==> config.mk <==
export PLATFORM = sky130hd
export DESIGN_NAME = tx_frame_ctrl
export DESIGN_NICKNAME = d
export VERILOG_FILES = /design/src/rtl/tx_pkg.sv /design/src/rtl/tx_frame_cnt.sv /design/src/rtl/tx_frame_ctrl.sv
export SDC_FILE = /design/constraint.sdc
export NUM_CORES = 1
export LEC_CHECK = 0
export ABC_AREA = 1
export CAP_MARGIN = 0
export CORE_MARGIN = 5
export CORE_UTILIZATION = 35
export CTS_CLUSTER_DIAMETER = 80
export CTS_CLUSTER_SIZE = 14
export DETAILED_ROUTE_END_ITERATION = 6
export DONT_BUFFER_PORTS = 1
export GPL_ROUTABILITY_DRIVEN = 0
export GPL_TIMING_DRIVEN = 0
export PLACE_DENSITY = 0.53
export SLEW_MARGIN = 20
export SYNTH_ARGS = -nofsm -noshare
export SYNTH_HDL_FRONTEND = slang
export SYNTH_SLANG_ARGS = --single-unit
==> constraint.sdc <==
create_clock -name CLK_I -period 1.95 [get_ports CLK_I]
set_input_delay 0.2925 -clock CLK_I [delete_from_list [all_inputs] [get_ports CLK_I]]
set_output_delay 0.2925 -clock CLK_I [all_outputs]
set_load 0.03 [all_outputs]
==> src/rtl/tx_pkg.sv <==
// tx_pkg: shared types and defaults for the TX frame controller.
//   state_t      - frame FSM state encoding
//   SYM_LEN_DEF  - samples per data symbol (2048 FFT + 512 CP)
//   GAP_CYC_DEF  - idle cycles between frames (must be >= 1)
//   SAMP_W       - sample width {I[31:16],Q[15:0]}
package tx_pkg;

  localparam int SYM_LEN_DEF = 2560;
  localparam int GAP_CYC_DEF = 16;
  localparam int SAMP_W      = 32;
  localparam int SAMP_CNT_W  = 12;
  localparam int SYM_CNT_W   = 8;
  localparam int GAP_CNT_W   = 16;

  typedef enum logic [2:0] {
    ST_IDLE,
    ST_ARM,
    ST_RUN,
    ST_DRAIN,
    ST_GAP
  } state_t;

endpackage

==> src/rtl/tx_frame_cnt.sv <==
// tx_frame_cnt: sample/symbol position counter for one frame.
//   clk, rst  - clock, sync active-high reset
//   clr       - restart counting at frame start
//   inc       - one sample accepted
//   nsym      - symbols in this frame (latched by the caller)
//   sym_cnt   - index of the symbol currently being accepted
//   last      - the next accepted sample is the final sample of the frame
module tx_frame_cnt
  import tx_pkg::*;
#(
  parameter int SYM_LEN = SYM_LEN_DEF
) (
  input  logic                 clk,
  input  logic                 rst,
  input  logic                 clr,
  input  logic                 inc,
  input  logic [SYM_CNT_W-1:0] nsym,
  output logic [SYM_CNT_W-1:0] sym_cnt,
  output logic                 last
);

  logic [SAMP_CNT_W-1:0] samp_cnt;
  logic                  samp_wrap;

  assign samp_wrap = (samp_cnt == SAMP_CNT_W'(SYM_LEN - 1));
  assign last      = samp_wrap && (sym_cnt == nsym - SYM_CNT_W'(1));

  always_ff @(posedge clk) begin
    if (rst || clr) begin
      samp_cnt <= '0;
      sym_cnt  <= '0;
    end else if (inc) begin
      if (samp_wrap) begin
        samp_cnt <= '0;
        sym_cnt  <= sym_cnt + SYM_CNT_W'(1);
      end else begin
        samp_cnt <= samp_cnt + SAMP_CNT_W'(1);
      end
    end
  end

endmodule

==> src/rtl/tx_frame_ctrl.sv <==
// tx_frame_ctrl: frames NSYM symbols of upstream samples onto a downstream
// bus, raising CYC_O one cycle before data (ARM) so the output stage can
// emit its preamble, draining the last sample, then enforcing an idle gap.
//   CLK_I, RST_I              - clock, sync active-high reset
//   DAT_I/CYC_I/STB_I/WE_I    - upstream sample bus; ACK_O accepts (comb)
//   DAT_O/CYC_O/STB_O/WE_O    - downstream sample bus; ACK_I accepts
//   START_I, ABORT_I, NSYM_I  - frame control
//   BUSY_O, DONE_O            - status; DONE_O pulses as the gap ends
//   SYM_IDX_O, FRM_CNT_O      - current symbol index, completed frames
module tx_frame_ctrl
  import tx_pkg::*;
#(
  parameter int SYM_LEN = SYM_LEN_DEF,
  parameter int GAP_CYC = GAP_CYC_DEF
) (
  input  logic                 CLK_I,
  input  logic                 RST_I,
  input  logic [SAMP_W-1:0]    DAT_I,
  input  logic                 CYC_I,
  input  logic                 STB_I,
  input  logic                 WE_I,
  output logic                 ACK_O,
  output logic [SAMP_W-1:0]    DAT_O,
  output logic                 CYC_O,
  output logic                 STB_O,
  output logic                 WE_O,
  input  logic                 ACK_I,
  input  logic                 START_I,
  input  logic                 ABORT_I,
  input  logic [SYM_CNT_W-1:0] NSYM_I,
  output logic                 BUSY_O,
  output logic                 DONE_O,
  output logic [SYM_CNT_W-1:0] SYM_IDX_O,
  output logic [15:0]          FRM_CNT_O
);

  state_t                 state, state_nx;
  logic [SYM_CNT_W-1:0]   nsym;
  logic [GAP_CNT_W-1:0]   gap_cnt;
  logic                   aborted;
  logic                   out_halt;
  logic                   frm_start;
  logic                   gap_done;
  logic                   last;
  logic                   abort_hit;

  assign out_halt  = STB_O & ~ACK_I;
  assign frm_start = (state == ST_IDLE) && START_I && (NSYM_I != '0);
  assign gap_done  = (state == ST_GAP) && (gap_cnt == GAP_CNT_W'(GAP_CYC - 1));
  // An abort that coincides with the final accept loses to it: frame is normal.
  assign abort_hit = ABORT_I && ((state == ST_ARM) ||
                     ((state == ST_RUN) && !(ACK_O && last)));
  assign WE_O      = STB_O;

  tx_frame_cnt #(.SYM_LEN(SYM_LEN)) u_cnt (
    .clk     (CLK_I),
    .rst     (RST_I),
    .clr     (frm_start),
    .inc     (ACK_O),
    .nsym    (nsym),
    .sym_cnt (SYM_IDX_O),
    .last    (last)
  );

  always_ff @(posedge CLK_I) begin
    if (RST_I) state <= ST_IDLE;
    else       state <= state_nx;
  end

  always_comb begin
    state_nx = state;
    case (state)
      ST_IDLE:  if (frm_start) state_nx = ST_ARM;
      ST_ARM:   state_nx = ABORT_I ? ST_DRAIN : ST_RUN;
      ST_RUN:   if ((ACK_O && last) || ABORT_I) state_nx = ST_DRAIN;
      ST_DRAIN: if (!STB_O) state_nx = ST_GAP;
      ST_GAP:   if (gap_done) state_nx = ST_IDLE;
      default:  state_nx = ST_IDLE;
    endcase
  end

  always_comb begin
    BUSY_O = (state != ST_IDLE);
    // Gated by reset so nothing is accepted in a cycle that is being discarded.
    ACK_O  = CYC_I & STB_I & WE_I & ~out_halt & (state == ST_RUN) & ~RST_I;
  end

  always_ff @(posedge CLK_I) begin
    if (RST_I) begin
      CYC_O     <= 1'b0;
      STB_O     <= 1'b0;
      DAT_O     <= '0;
      DONE_O    <= 1'b0;
      FRM_CNT_O <= '0;
      nsym      <= '0;
      gap_cnt   <= '0;
      aborted   <= 1'b0;
    end else begin
      // Registered from next state so CYC_O is already high in ARM.
      CYC_O  <= (state_nx == ST_ARM) || (state_nx == ST_RUN) ||
                (state_nx == ST_DRAIN);
      DONE_O <= gap_done;
      if (ACK_O) begin
        DAT_O <= DAT_I;
        STB_O <= 1'b1;
      end else if (!out_halt) begin
        STB_O <= 1'b0;
      end
      if (frm_start) begin
        nsym    <= NSYM_I;
        aborted <= 1'b0;
      end else if (abort_hit) begin
        aborted <= 1'b1;
      end
      gap_cnt <= (state == ST_GAP) ? gap_cnt + GAP_CNT_W'(1) : '0;
      if (gap_done && !aborted) FRM_CNT_O <= FRM_CNT_O + 16'd1;
    end
  end

endmodule

==> qor.yml <==
timing.final.max_slew_violations: 0
grt_pass1_vias: 4023
synth_area_leaders: "dfxtp_1 42%, nand2_1 16%, nand3_1 7.0%"
hold_violations: 0
fp.dieW_um: 126.1
vias: 4247
fin_total_pwr_w: 0.004388
max_freq_mhz: 563.2
die_height_um: 126.1
start_util_pct: 35.65
grt_usage_pct: 14.62
route.detailed.drc: 0
yosysMostFrequentCell: "nand2_1"
fin_skew_ns: 0.01027
crit_family: "simple AND/OR/NAND/NOR gates"
worstPathCellList: "inv_2 -> nand2_1 -> nor2_2 -> inv_2 -> nor2_4 -> buf_4"
synth_cell_type_count: 35
setup_viol_count_final: 0
startpoint: "state[2]"
drt_iter0_markers: 222
synthXorXnorAreaFrac_pct: 4.267
cts_tree: "built"
clk_latency_ns: 0.35
cts_made_buffers: 9
tns_ns: 0
route.antenna.remaining_nets: 0
hold_slack_ns: 0.04980
ir_drop_v: 0.0004081
synth_compound_area_share_pct: 8.057
synth_ff_type: "dfxtp_1"
dp_hpwl_um: 9110
slowest_delay_ns: 0.34
antenna_found_initial: 0
cts.htree.levels: 3
first_pass_iters: 4
grt_max_degree: 18
io_buffers: 0
muxShareOfSynthArea_pct: 0
cp_max_fo: 10
yosys.area_share.adder_pct: 1.325
area_delta_synth_final_pct: 11.77
layout_min_cycle_time_ns: 1.775
synth_edf_count: 0
syn_area_mm2: 0.004721
yosysWarnings: 0
rows: 42
cp-start-kind: "register"
grt_pass1_wl_um: 19240
clock_sinks: 99
grt-ovfl-total: 0
synthCells: 688
yosys.area_share.simple_pct: 36.36
fillers: 1410
critPathSlowestCell: "dfxtp_1"
dpl_cell_area_mm2: 0.004941
maxCapViolCount: 0
synthesis.nets: 741
final_layout_size_suffix_gt1_share_pct: 8.511
coreArea_mm2: 0.01324
die_area_mm2: 0.01591
tightest_slew_ns: 0.5290
ys_seq_area_share_pct: 41.98
seqCellArea_mm2: 0.001984
synth_commonest_cells: "199 x nand2_1, 99 x dfxtp_1, 79 x nor2_1"
vias_per_cell: 4.821
async_flop_share_pct: 0
r2r_start: "FRM_CNT_O[1]"
max-slew-margin-rel_pct: 64.69
final_util_pct: 39.84
clkTransAtPathRegs_ns: 0.07
hp-start: "DAT_I[30]"
critPathCaptureType: "output port"
p_leak_nw: 2.084
ys_ff_latch: 99
yosysTopAreaCell: "dfxtp_1"
multiInputGateArea_mm2: 0.002376
cpMostUsedCell: "inv_2"
synth_top_cell_area_share_pct: 41.98
syn_avg_cell_area_um2: 6.862
drt-total-wl_um: 11720
hold_path_class: "in -> reg"
status: "complete, no violations"
synth_top_family_by_area: "simple AND/OR/NAND/NOR gates"
nets: 753
cts_root_buffer: "clkbuf_16"
cp.required_ns: 1.66
min_period_over_period_pct: 91.05
diodes: 0
cts_buffer_depth: 2
crit_type: "reg -> out"
arrival_ns: 1.48
stdcell_area_mm2: 0.005276
cellPowerDensity_mw_per_mm2: 831.6
rsz0062_at_grt: "false"
crit_buf_inv: 3
routedWlPerCell_um: 13.31
ios: 110
cells by family after synthesis:
| logic type | Yosys count |
|---|---|
| simple gates | 394 |
| flops | 99 |
| buf+inv | 94 |
| compound gates | 73 |
| xor+xnor | 23 |
| fa+ha+maj | 5 |
registers in the layout, indices dropped and copies added, names as in the netlist:
name / cells
u_cnt.sym_cnt: 8
STB_O: 1
DAT_O: 32
u_cnt.samp_cnt: 12
DONE_O: 1
gap_cnt: 16
aborted: 1
CYC_O: 1
FRM_CNT_O: 16
nsym: 8
state: 3
worst paths after layout:
| path | endpoint | slack (ns) | cells after the start |
|---|---|---|---|
| min reg2reg | gap_cnt[0] | 0.45 | 1 |
| min | DAT_O[30] | 0.05 | 2 |
| max reg2reg | FRM_CNT_O[12] | 0.18 | 7 |
| max | ACK_O | 0.17 | 6 |
timing repair:
item	4_1_cts	5_1_grt
gates cloned	0	0
setup endpoints to repair	11	28
setup buffers	0	2
hold buffers	0	0
pin swaps	0	1
resized for setup	3	7
routing by layer:
layer	vias up	wire length (um)	track usage [%]
li1	2225	-	-
met1	1936	5179	17.01
met2	69	5545	24.73
met3	17	763	5.165
met4	0	236	5.552
met5	-	0	0
cell type report:
type                       count  area share, %
buffer                        20          1.945
sequential                    99          37.61
timing repair buffer           2         0.2846
inverter                      73          5.193
multi-input combinational    495          45.03
clock inverter                 6          1.423
clock buffer                  10          4.340
tap                          176          4.174
report_power, final:
group	leakage, nW	internal (W)	switching (W)	total, W
registers	0.801	0.00207	0.0000683	0.00213
clock network	0.145	0.00101	0.000829	0.00184
logic	1.14	0.000135	0.000278	0.000413
total	2.08	0.00321	0.00118	0.00439
placed cells by master, fill, tap and decap left out, types with 3 or more instances in the layout:
| master | n |
|---|---|
| a21oi_1 | 41 |
| a31oi_1 | 3 |
| buf_1 | 3 |
| buf_2 | 10 |
| buf_4 | 4 |
| clkbuf_1 | 5 |
| clkbuf_16 | 9 |
| clkinv_4 | 3 |
| dfxtp_1 | 97 |
| ha_1 | 4 |
| inv_1 | 63 |
| inv_2 | 10 |
| nand2_1 | 198 |
| nand3_1 | 65 |
| nand3b_1 | 3 |
| nand4_1 | 12 |
| nor2_1 | 77 |
| nor2_2 | 5 |
| nor2_4 | 4 |
| nor3_1 | 15 |
| nor4_1 | 3 |
| o21ai_0 | 16 |
| o21ai_1 | 9 |
| xnor2_1 | 9 |
| xor2_1 | 14 |
worst reg2reg max path, cell delays in order, from the launching register on:
cell	delay (ns)
dfxtp_1	0.56
ha_1	0.34
inv_1	0.06
nor2_1	0.24
nand3_1	0.14
xnor2_1	0.15
nand2_1	0.07
a21oi_1	0.13
through the flow:
stage | std cells | setup WS [ns]
finish | 881 | 0.1745
floorplan | 688 | 0.3700
global placement | 864 | 0.02320
CTS | 880 | 0.01231
global route | 881 | 0.01680
detailed placement | 864 | -0.006505
No activity file was read; power rests on OpenSTA's default activity.
